$ cat src/rtl/imem_loader_pkg.sv
// Shared definitions for the instruction-memory loader.
//   state_e   : loader FSM state encoding
//   LenBytes  : bytes in the little-endian word-count header
//   WordBytes : bytes per 32-bit instruction word
//   CsumBytes : bytes in the trailing checksum
package imem_loader_pkg;

  typedef enum logic [2:0] {
    StIdle,
    StLenLo,
    StLenHi,
    StData,
    StWrite,
    StCsum,
    StDone,
    StErr
  } state_e;

  localparam int unsigned LenBytes  = 2;
  localparam int unsigned WordBytes = 4;
  localparam int unsigned CsumBytes = 1;

endpackage

$ cat src/rtl/imem_loader_if.sv
// Byte-stream source plus instruction-memory write port of the loader.
//   in_valid/in_ready/in_data : byte stream, transfer when valid & ready
//   mem_addr/mem_wen/mem_wdata: word write port, captured on the next clk edge
// slave  : the loader side
// master : the stream producer / memory side
interface imem_loader_if #(
  parameter int unsigned ADDR_WIDTH = 8
) ();

  logic                  in_valid;
  logic                  in_ready;
  logic [7:0]            in_data;
  logic [ADDR_WIDTH-1:0] mem_addr;
  logic                  mem_wen;
  logic [31:0]           mem_wdata;

  modport master (
    output in_valid,
    output in_data,
    input  in_ready,
    input  mem_addr,
    input  mem_wen,
    input  mem_wdata
  );

  modport slave (
    input  in_valid,
    input  in_data,
    output in_ready,
    output mem_addr,
    output mem_wen,
    output mem_wdata
  );

endinterface

$ cat src/rtl/imem_loader.sv
// Loads an instruction memory from a byte stream while holding the core in reset.
// Stream format: 16-bit LE word count N, N words of 4 LE bytes, 1 XOR checksum byte.
// Ports:
//   clk, rst_n : clock, asynchronous active-low reset
//   start      : one-cycle load request (ignored while busy)
//   bus        : byte stream in, memory write port out (imem_loader_if.slave)
//   busy       : load in progress
//   done/error : load finished ok / failed, held until the next start
//   cpu_rst_n  : core reset release, high only after a successful load
module imem_loader
  import imem_loader_pkg::*;
#(
  parameter int unsigned ADDR_WIDTH = 8,
  parameter int unsigned ADDR_NUM   = 256
) (
  input  logic           clk,
  input  logic           rst_n,
  input  logic           start,
  imem_loader_if.slave   bus,
  output logic           busy,
  output logic           done,
  output logic           error,
  output logic           cpu_rst_n
);

  // One extra bit so a count of exactly ADDR_NUM does not wrap to zero.
  localparam int unsigned CntW = ADDR_WIDTH + 1;

  state_e          state_q, state_d;
  logic [15:0]     len_q, len_d;
  logic [CntW-1:0] word_cnt_q, word_cnt_d;
  logic [1:0]      byte_cnt_q, byte_cnt_d;
  logic [7:0]      csum_q, csum_d;
  logic [31:0]     wdata_q, wdata_d;
  logic            wen_q;

  logic            fire;
  logic            can_start;
  logic            last_word;
  logic [15:0]     len_full;

  assign fire      = bus.in_valid & bus.in_ready;
  assign can_start = start & (state_q inside {StIdle, StDone, StErr});
  assign last_word = (32'(word_cnt_q) + 32'd1) == 32'(len_q);
  // Complete count as it stands when the high byte is being accepted.
  assign len_full  = {bus.in_data, len_q[7:0]};

  always_ff @(posedge clk or negedge rst_n) begin
    if (!rst_n) begin
      state_q    <= StIdle;
      len_q      <= '0;
      word_cnt_q <= '0;
      byte_cnt_q <= '0;
      csum_q     <= '0;
      wdata_q    <= '0;
      wen_q      <= 1'b0;
    end else begin
      state_q    <= state_d;
      len_q      <= len_d;
      word_cnt_q <= word_cnt_d;
      byte_cnt_q <= byte_cnt_d;
      csum_q     <= csum_d;
      wdata_q    <= wdata_d;
      // Registered write strobe: high for exactly the cycle spent in StWrite.
      wen_q      <= (state_d == StWrite);
    end
  end

  always_comb begin
    state_d = state_q;
    case (state_q)
      StIdle, StDone, StErr: begin
        if (start) state_d = StLenLo;
      end
      StLenLo: begin
        if (fire) state_d = StLenHi;
      end
      StLenHi: begin
        if (fire) begin
          if (len_full == '0)                  state_d = StCsum;
          else if (32'(len_full) > ADDR_NUM)   state_d = StErr;
          else                                 state_d = StData;
        end
      end
      StData: begin
        if (fire && (byte_cnt_q == 2'(WordBytes - 1))) state_d = StWrite;
      end
      StWrite: begin
        state_d = last_word ? StCsum : StData;
      end
      StCsum: begin
        if (fire) state_d = (bus.in_data == csum_q) ? StDone : StErr;
      end
      default: state_d = StIdle;
    endcase
  end

  always_comb begin
    len_d      = len_q;
    word_cnt_d = word_cnt_q;
    byte_cnt_d = byte_cnt_q;
    csum_d     = csum_q;
    wdata_d    = wdata_q;
    if (can_start) begin
      len_d      = '0;
      word_cnt_d = '0;
      byte_cnt_d = '0;
      csum_d     = '0;
    end else if (state_q == StWrite) begin
      word_cnt_d = word_cnt_q + 1'b1;
    end else if (fire) begin
      case (state_q)
        StLenLo: begin
          len_d[7:0] = bus.in_data;
          csum_d     = csum_q ^ bus.in_data;
        end
        StLenHi: begin
          len_d[15:8] = bus.in_data;
          csum_d      = csum_q ^ bus.in_data;
        end
        StData: begin
          wdata_d[{byte_cnt_q, 3'b000} +: 8] = bus.in_data;
          byte_cnt_d                         = byte_cnt_q + 2'd1;
          csum_d                             = csum_q ^ bus.in_data;
        end
        default: ;
      endcase
    end
  end

  always_comb begin
    bus.in_ready  = state_q inside {StLenLo, StLenHi, StData, StCsum};
    busy          = !(state_q inside {StIdle, StDone, StErr});
    done          = (state_q == StDone);
    error         = (state_q == StErr);
    cpu_rst_n     = (state_q == StDone);
    bus.mem_wen   = wen_q;
    bus.mem_addr  = word_cnt_q[ADDR_WIDTH-1:0];
    bus.mem_wdata = wdata_q;
  end

endmodule

$ cat src/flat_wrapper.sv
// flat-port wrapper written by rule: the top's interface ports become plain ports
module imem_loader_flat import imem_loader_pkg::*;
#(
  parameter int unsigned ADDR_WIDTH = 8,
  parameter int unsigned ADDR_NUM   = 256
)
  (clk, rst_n, start, busy, done, error, cpu_rst_n, bus_in_valid, bus_in_data, bus_in_ready, bus_mem_addr, bus_mem_wen, bus_mem_wdata);
  imem_loader_if #(.ADDR_WIDTH(ADDR_WIDTH)) bus_i ();
  input  logic clk;
  input  logic rst_n;
  input  logic start;
  output logic busy;
  output logic done;
  output logic error;
  output logic cpu_rst_n;
  input wire logic [$bits(bus_i.in_valid)-1:0] bus_in_valid;
  input wire logic [$bits(bus_i.in_data)-1:0] bus_in_data;
  output wire logic [$bits(bus_i.in_ready)-1:0] bus_in_ready;
  output wire logic [$bits(bus_i.mem_addr)-1:0] bus_mem_addr;
  output wire logic [$bits(bus_i.mem_wen)-1:0] bus_mem_wen;
  output wire logic [$bits(bus_i.mem_wdata)-1:0] bus_mem_wdata;
  assign bus_i.in_valid = bus_in_valid;
  assign bus_i.in_data = bus_in_data;
  assign bus_in_ready = bus_i.in_ready;
  assign bus_mem_addr = bus_i.mem_addr;
  assign bus_mem_wen = bus_i.mem_wen;
  assign bus_mem_wdata = bus_i.mem_wdata;
  imem_loader #(.ADDR_WIDTH(ADDR_WIDTH), .ADDR_NUM(ADDR_NUM)) u_core (.clk(clk), .rst_n(rst_n), .start(start), .bus(bus_i), .busy(busy), .done(done), .error(error), .cpu_rst_n(cpu_rst_n));
endmodule
$ cat config.mk
export PLATFORM = sky130hd
export DESIGN_NAME = imem_loader_flat
export DESIGN_NICKNAME = d
export VERILOG_FILES = /design/src/rtl/imem_loader_pkg.sv /design/src/rtl/imem_loader_if.sv /design/src/rtl/imem_loader.sv /design/src/flat_wrapper.sv
export SDC_FILE = /design/constraint.sdc
export NUM_CORES = 1
export LEC_CHECK = 0
export CAP_MARGIN = 20
export CORE_AREA = 5 5 87 89
export DETAILED_ROUTE_END_ITERATION = 10
export DIE_AREA = 0 0 92 94
export PLACE_DENSITY = 0.83
export RECOVER_POWER = 50
export SYNTH_ARGS = -nofsm -noshare
export SYNTH_HDL_FRONTEND = slang
export SYNTH_SLANG_ARGS = --single-unit
$ cat constraint.sdc
create_clock -name clk -period 4.5 [get_ports clk]
set_input_delay 1.35 -clock clk [delete_from_list [all_inputs] [get_ports clk]]
set_output_delay 1.35 -clock clk [all_outputs]
set_load 0.05 [all_outputs]
After elaboration in Yosys (flattened, before gate mapping):

Index checks and enable logic that the tools add are counted.

* flip-flop bits (word level): 71
* latch bits: 0
* bits in writable memories: 0
* memory bits (read-only): 0
* bits of input ports: 12
* output and inout port bits: 46
* word-level logic and storage cells: 77
* memories: 0

* $add $sub $neg: 4
* multiply operators: 0
* divide/modulo/power cells: 0
* order comparisons: 1
* equality and inequality tests: 12
* shift-type cells: 2
* mux-type cells: 26
* bitwise operators: 5
* reductions and logical operators: 19

Operators with widths (number)
* 16-bit 2-to-1 mux: 3
* 8-bit 2-to-1 mux: 6
* 32-bit bitwise mux: 1
* 32-bit by 16-bit equality test with 1-bit output: 1
* 8-bit by 7-bit variable shift with 32-bit output, first input constant: 1
* 8-bit by 7-bit variable part select with 32-bit output: 1
* 3-bit 2-to-1 mux: 8
* 9-bit 2-to-1 mux: 2
* 3-bit one-hot mux with 6 select lines: 1
* 16-bit by 9-bit > comparator with 1-bit output, second input constant: 1
* 16-bit logical NOT: 1
* 3-bit equality test, second input constant: 5
* 3-bit AND reduction: 4
* 2-bit nonzero test: 6
* 9-bit by 1-bit adder with 10-bit output, second input constant: 1
* 9-bit by 1-bit adder with 9-bit output, second input constant: 1
* 8-bit equality test: 1
* 2-bit 2-to-1 mux: 4
* 8-bit XOR: 1
* 5-bit negation with 7-bit output: 1
* 3-bit by 2-bit equality test with 1-bit output, second input constant: 2
* 3-bit OR reduction: 2
* 4-bit AND reduction: 1
* 4-bit nonzero test: 1
* 11 further kinds: 13

Longest topological paths before layout:

Gate-level depths: netlist of run 1.

* depth after elaboration: 7
* mapped depth: 8
* gate-level depth less buffers: 7

Worst setup path after synthesis of run 1:

OpenSTA, ideal clock, no wires.

* path type: register to output
* start: register u_core.state_q[1]
* end: output done
* arrival time: 1.800 ns
* required time: 3.150 ns
* slack: 1.350 ns
* cell stages (with the launch flop): 5
* path buffers: 2
* cells stage by stage: dfrtp_1 > clkbuf_1 > nand2_1 > nor2_1 > buf_4

* cells in the longest elaborated chain, start to end: 1

Ends and longest elaborated chain
* from (decl): line imem_loader.sv:29 `state_e state_q, state_d;`
* from (signal assigned): line imem_loader.sv:50 `state_q <= StIdle;`
* from (signal assigned): line imem_loader.sv:58 `state_q <= state_d;`
* 3-bit equality test
* to (decl): line flat_wrapper.sv:13 `output logic done;`

Every way passes these cells.

Worst setup path after layout of run 1:

* start: input start
* end: register u_core.len_q[0]

* cells in the longest elaborated chain, start to end: 3
* elaborated cells on any way between the ends: 6
* those cells by class: eq/ne (1); mux (1); bitwise (1); reduce/logical (3)

Ends and longest elaborated chain
* from (decl): line flat_wrapper.sv:11 `input logic start;`
* 1-bit AND *: line imem_loader.sv:43 `assign can_start = start & (state_q inside {StIdle, StDone, StErr});`
* 2-bit by 1-bit != test with 1-bit output (no source line) or 2-bit nonzero test (tied branches)
* 3-bit AND reduction (no source line)
* to (signal assigned): line imem_loader.sv:59 `len_q <= len_d;`
* to (decl): line imem_loader.sv:30 `logic [15:0] len_q, len_d;`

Mark *: on every way between the ends. The rest lies on a longest branch, timed or not.
A chain may end at the register's enable or synchronous reset.

==> results.md, run 1 <==
* Reg clk slew, reported paths at 70 ps
* Fin nets at 488
* DRT Pass-1 Iters at 5
* Crit. End Element: flip-flop
* Cell area after synthesis at 3730 µm²
* Iteration-0 DRC Markers at 271
* Mapped Cells at between 400 and 500
* # diodes at 0
* Final setup violation count at 0
* Final Critical Period at 3730 ps
* Filler cell count in the final layout at 556
* Status: finished with violations
* Vias in the first global route at between 3k and 4k
* Worst-skew pair later-pin latency at 340 ps
* Req. time, crit path at 4680 ps
* Critical path class: in2reg
* Worst Max-Slew Pin Slew at 1710 ps
* CP max FO at 28
* Hold buffers post-CTS at 0
* Layout area overhead at 17.6%
* Die X at 92 µm
* Final Hold Viols at 0
* FP Rows at 30
* Ratio of cells with drive above 1 in the final layout at 4.66%
* # IOs at 58
* FMAX at around 270 MHz
* Final setup TNS at 0 ps
* Netlist cell types at 43
* Leak pwr at 1.86 nW
* Die height at 94 µm
* Core box area at about 6700 µm²
* Max-slew violation count at 33
* Routed Antenna Nets at 0
* Vias at approximately 3.1k
* PnR worst setup slack at 772 ps
* Syn avg cell area at 8.61 µm²
* Initial antenna violation count at 0
* Yosys warning total at 0
* Clock Path Buffers at 2
* R2r setup slk at 1530 ps
* TritonCTS Sinks at 71
* Post-CTS Setup Repair Bufs at 0
* Critical path arrival at 3910 ps
* Worst reg2reg path depth at 7
* Tot GR Track Use at 22.8%
* Startpoint types: input port
* RR Startpoint: u_core.state_q[1]
* #FFs+latches synth at 71
* IO buf count at 57
* Most common cell after layout, fill and taps aside: nand2_1
* Root buffer cell: clkbuf_8
* Post-CTS resize count at 0
* Pin count of the biggest net entering global routing at between 40 and 50
* Failing checks: max-capacitance violations, max-slew violations
* Final worst path period share at 82.8%
* DP HPWL at between 6 and 7 mm
* DIE AREA at 8650 µm²
* GP Congestion at 0.858
* CTS buffer count at 9
* Setup crit end: u_core.len_q[0]
* Commonest non-fill, non-tap cells in the layout: nand2_1 (125), dfrtp_1 (71), clkdlybuf4s50_1 (55)
* Tot Pwr at 0.00288 W
* Worst VDD drop at approximately 0.39 mV
* RSZ-0062 raised after global routing: no
* Initial Util at 55.8%
* WL final at 9.07 mm
* CTS H-tree lvls at 3
* # Max-Cap Violations at 1
* CTS tree: done
* Skew final at 9.52 ps
* Register area share after synthesis at 47.7%
* Total grt overflow at 0
* Post-synth net total at 451
* Worst Setup SP: start
* First-pass GRT wire length at 15.6 mm
* Max_slew headroom at -13.7%
* Pre-CTS setup slack at 1350 ps
* Tightest Hold Check Type: reg2reg
* Routed WL per cell at 16.4 µm
* Worst r2r dst: u_core.len_q[0]
* P per Cell Area at 657 nW/µm²
* Vias per std cell at 5.67
* Detailed-route DRC error count at 0
-- cells by family (layout without fill, tap and decap cells) --
logic type	count (synthesis)	in the layout	synth area share (%)
AOI/OAI and AO/OA	74	74	11.3
xor gates and xnor gates	34	34	7.99
adders and majority gates	6	6	2.01
buffers and inverters	42	81	5.37
DFF	71	71	47.7
muxes	5	5	1.34
and+or+nand+nor	201	201	24.4
-- worst min-delay path by stage --
stage                                         from                  endpoint  slack (ps)  cells past startpoint
final                      u_core.bus.mem_wdata[6]   u_core.bus.mem_wdata[6]         490                      2
after global routing      u_core.bus.mem_wdata[18]  u_core.bus.mem_wdata[18]         520                      2
after CTS                  u_core.bus.mem_wdata[9]   u_core.bus.mem_wdata[9]         490                      2
after detailed placement   u_core.bus.mem_wdata[6]   u_core.bus.mem_wdata[6]         470                      2
after global placement    u_core.bus.mem_wdata[31]  u_core.bus.mem_wdata[31]         460                      2
after floorplan                    u_core.len_q[4]           u_core.len_q[4]         490                      2
-- metal layers --
metal / global-route usage (%) / share of wire [%] / vias to the layer above
li1: - / - / 1493
met1: 28.9 / 42 / 1527
met2: 38.5 / 50 / 97
met3: 6.09 / 6.3 / 14
met4: 6.44 / 1.7 / 0
met5: 0 / 0 / -
-- area by class of cell --
class | instances | area (µm²) | share of cell area [%]
multi-input combinational | 320 | 1750 | 39.9
tap | 80 | 100 | 2.28
timing repair buffer | 59 | 573 | 13.1
inverter | 9 | 33.8 | 0.771
clock buffer | 11 | 141 | 3.22
clock inverter | 2 | 10.0 | 0.228
sequential | 71 | 1780 | 40.5
-- power breakdown --
part	switching (W)	internal (W)
clock network	0.000229	0.000204
registers	0.000228	0.000848
logic	0.000876	0.000496
total	0.00133	0.00155
-- cells in the mapped netlist (all sizes together) --
library cell | count | area, µm²
nor4b | 1 | 8.76
nand4 | 4 | 25.0
o21ai | 44 | 220
nor3 | 9 | 50.1
xnor2 | 15 | 131
or3 | 3 | 18.8
nand3 | 5 | 30.0
o31ai | 1 | 21.3
nor2 | 28 | 110
or4 | 1 | 11.3
mux2i | 5 | 50.1
nor4 | 6 | 50.0
buf | 19 | 113
o22ai | 2 | 12.5
o211a | 1 | 10.0
and2 | 1 | 6.26
nand3b | 3 | 22.5
inv | 9 | 33.8
nand2 | 125 | 469
a311oi | 1 | 8.76
nor3b | 4 | 35.0
a211o | 1 | 8.76
a31oi | 3 | 18.8
o211ai | 3 | 22.5
xor2 | 19 | 166
a21oi | 16 | 80.1
clkbuf | 14 | 53.8
and3 | 3 | 18.8
a32oi | 1 | 8.76
o41ai | 1 | 8.76
ha | 6 | 75.1
or2 | 1 | 8.76
nand2b | 6 | 37.5
nor2b | 1 | 6.26
dfrtp | 71 | 1780
-- sequential cells by signal (all words and copies together), names as in the netlist --
name                  count
u_core.bus.mem_wdata     32
u_core.bus.mem_wen        1
u_core.byte_cnt_q         2
u_core.csum_q             8
u_core.len_q             16
u_core.state_q            3
u_core.word_cnt_q         9
-- worst max-delay path, stage by stage --
cell and delay [ps]:
dlygate4sd3_1 610, nor2b_2 160, clkbuf_1 970, nor2_1 510
nand2_1 190, o21ai_0 100
-- metrics by stage --
step	utilization (%)	instances	hold WS [ps]	cell area (µm²)
after floorplan	-	433	490	3730
after global placement	63.5	539	464	4250
after detailed placement	63.5	539	473	4250
after CTS	65.8	552	488	4400
after global routing	65.6	552	515	4380
final	65.6	552	490	4380
No activity file was read; power rests on OpenSTA's default activity.
==> inputs of run 2 (changes only) <==
--- a/config.mk
+++ b/config.mk
@@ -6,10 +6,10 @@
 export NUM_CORES = 1
 export LEC_CHECK = 0
 export CAP_MARGIN = 20
-export CORE_AREA = 5 5 87 89
+export CORE_AREA = 5 5 94 96
 export DETAILED_ROUTE_END_ITERATION = 10
-export DIE_AREA = 0 0 92 94
-export PLACE_DENSITY = 0.83
+export DIE_AREA = 0 0 99 101
+export PLACE_DENSITY = 0.75
 export RECOVER_POWER = 50
 export SYNTH_ARGS = -nofsm -noshare
 export SYNTH_HDL_FRONTEND = slang
==> constraint.sdc (replaced) <==
create_clock -name clk -period 3.3 [get_ports clk]
set_input_delay 0.99 -clock clk [delete_from_list [all_inputs] [get_ports clk]]
set_output_delay 0.99 -clock clk [all_outputs]
set_load 0.05 [all_outputs]
==> run 2 against run 1 <==
  * Via count down 0.86%
  * Clock power up 85%
  * Largest cell class unchanged
  * The run still ends with max-capacitance violations, max-slew violations left
  * Largest power group unchanged
  * Register-to-register slack worse by 590 ps
  * Sequential power up 35%
  * Combinational power up 36%
  * Critical endpoint is now bus_in_ready
  * Worst setup slack worse by 600 ps
  * Routed wire length about the same
  * Final cell count up 6.5%
  * Hold slack worse by 0.94 ps
  * Sequential cell count unchanged
==> results.md, run 2 (synthesis results as in run 1) <==
* Req. time, crit path at 2310 ps (-2370 ps)
* Ratio of cells with drive above 1 in the final layout at 7.25% (+2.6 points)
* CP top delay family: buffers and inverters
* Worst r2r dst: u_core.state_q[2]
* Final hold slack at 489 ps (-0.936 ps)
* Final Critical Period at 3130 ps
* Crit. End Element: primary output
* DP HPWL at 6.27 mm (-0.68%)
* Final setup violation count at 0 (unchanged)
* Post-CTS resize count at 0 (unchanged)
* CP max stage delay at 800 ps (-170 ps)
* Reg clk slew, reported paths at 70 ps (about the same)
* Vias per std cell at 5.28 (-6.9%)
* # IOs at 58 (unchanged)
* Met2 usage at 32.5% (-6.0 points)
* Cell area after layout at 4560 µm² (+3.9%)
* P per Cell Area at 906 nW/µm² (+38%)
* Cell Count, Final, Fillers Out at 588 (+6.5%)
* Hold Crit Endpoint: u_core.bus.mem_wdata[30]
* RR Startpoint: u_core.word_cnt_q[0]
* Cells along the critical path: o21ai_0, inv_1, clkdlybuf4s50_1
* Critical path class: reg2out
* FP Rows at 33 (+10%)
* WL final at 9.06 mm (about the same)
* CTS buffer count at 9 (unchanged)
* Commonest non-fill, non-tap cells in the layout: nand2_1 (125), dfrtp_1 (71), clkdlybuf4s50_1 (55)
* Most common cell after layout, fill and taps aside: nand2_1
* Die X at 99 µm (+7.6%)
* Post-CTS Setup Repair Bufs at 0 (unchanged)
* # diodes at 0 (unchanged)
* Fin nets at 496 (+1.6%)
* Tot Pwr at 0.00413 W (+43%)
* Critical-path top delay cell: clkdlybuf4s50_1
* GR peak layer: met2
* Routed WL per cell at 15.4 µm (-6.2%)
* IO buf count at 57 (unchanged)
* DRT Pass-1 Iters at 4 (-1)
* Clock Path Buffers at 2 (unchanged)
* Vias at 3,104 (-0.86%)
* Skew final at 9.36 ps (-0.152 ps)
* Worst VDD drop at 0.491 mV (+27%)
* Worst Max-Slew Pin Slew at 1710 ps (+0.326 ps)
* Buf+Inv Stages, Crit Path at 2 (unchanged)
* Root buffer cell: clkbuf_8
* HP Start: u_core.bus.mem_wdata[30]
* Vias in the first global route at 3,106 (+0.62%)
* Tot GR Track Use at 19.1% (-3.7 points)
* Pin count of the biggest net entering global routing at 72 (+76%)
* Hold buffers post-CTS at 0 (unchanged)
* Core box area at 7970 µm² (+19%)
* Iteration-0 DRC Markers at 155 (-43%)
* Critical path arrival at 2140 ps (-1770 ps)
* R2r setup slk at 940 ps (-590 ps)
* Worst-skew pair later-pin latency at 350 ps (about the same)
* Die height at 101 µm (+7.4%)
* First-pass GRT wire length at 15.3 mm (-1.9%)
* # Max-Cap Violations at 1 (unchanged)
* Final worst path period share at 94.8%
* Met3 global-route usage at 4.36% (-1.7 points)
* Layout area overhead at 22.2%
* Initial antenna violation count at 0 (unchanged)
* Status: finished with violations
* Failing checks: max-capacitance violations, max-slew violations
* TritonCTS Sinks at 71 (unchanged)
* GP Congestion at 0.828 (-3.5%)
* Leak pwr at 1.93 nW (+3.8%)
* Filler cell count in the final layout at 717 (+29%)
* Final setup TNS at 0 ps (unchanged)
* Max-slew violation count at 72 (+120%)
* Max_slew headroom at -13.7% (-0.022 points)
* FMAX at ~320 MHz
* RSZ-0062 raised after global routing: no
* CP max FO at 16 (-43%)
* Placed Instances at 572 (+6.1%)
* Detailed-route DRC error count at 0 (unchanged)
* CTS tree: done
* Grt met1 use at 23.5% (-5.4 points)
* DP Area at 4330 µm² (+2.1%)
* Worst reg2reg path depth at 7 (unchanged)
* Routed Antenna Nets at 0 (unchanged)
* Initial Util at 46.8% (-9.0 points)
* Final Hold Viols at 0 (unchanged)
* Hold path cells at 2 (unchanged)
* Max reg flops at 32 (unchanged)
* DIE AREA at 10000 µm² (+16%)
* Tightest Hold Check Type: reg2reg
* CTS H-tree lvls at 3 (unchanged)
* Startpoint types: flip-flop
* Total grt overflow at 0 (unchanged)
## run 2: cell count changes in the layout (fill, tap and decap cells not counted), moves of 2 or more
| cell | before | now |
|---|---|---|
| bufinv_16 | 0 | 2 |
| buf_4 | 0 | 8 |
| clkinvlp_4 | 0 | 2 |
| clkbuf_1 | 3 | 1 |
## run 2: through the flow
step	setup slack, ps	util [%]
final	173	57.2
after global routing	32.1	57.2
after CTS	174	57.3
after detailed placement	556	54.4
after global placement	580	54.4
after floorplan	510	-
## run 2: worst max path at each step
| stage | from | endpoint | slack, ps | depth (start not counted) |
|---|---|---|---|---|
| after floorplan | u_core.state_q[1] | done | 510 | 4 |
| after global placement | u_core.state_q[1] | bus_in_ready | 580 | 3 |
| after detailed placement | u_core.state_q[1] | bus_in_ready | 560 | 3 |
| after CTS | u_core.state_q[1] | bus_in_ready | 170 | 3 |
| after global routing | u_core.state_q[1] | busy | 30 | 3 |
| final | u_core.state_q[1] | bus_in_ready | 170 | 3 |
## run 2: layout make-up
class | instances | area [µm²] | area share [%]
clock buffer | 11 | 151 | 3.32
clock inverter | 5 | 80.1 | 1.76
inverter | 9 | 33.8 | 0.741
multi-input combinational | 320 | 1750 | 38.4
sequential | 71 | 1780 | 39.0
tap | 105 | 131 | 2.88
timing repair buffer | 67 | 634 | 13.9
## run 2: worst min-delay path, stage by stage (launching register included)
cell,delay (ps)
dfrtp_1,350
nand2_1,50
o21ai_0,60
## run 2: metal layers
metal  wire [µm]  vias up
li1            -     1510
met1        3980     1507
met2        4510       66
met3         323       21
met4         247        0
met5           0        -
## run 2: report_power, final
group / internal, W / switching (W)
Combinational: 0.000685 / 0.00118
Sequential: 0.00116 / 0.000303
Clock: 0.000465 / 0.000337
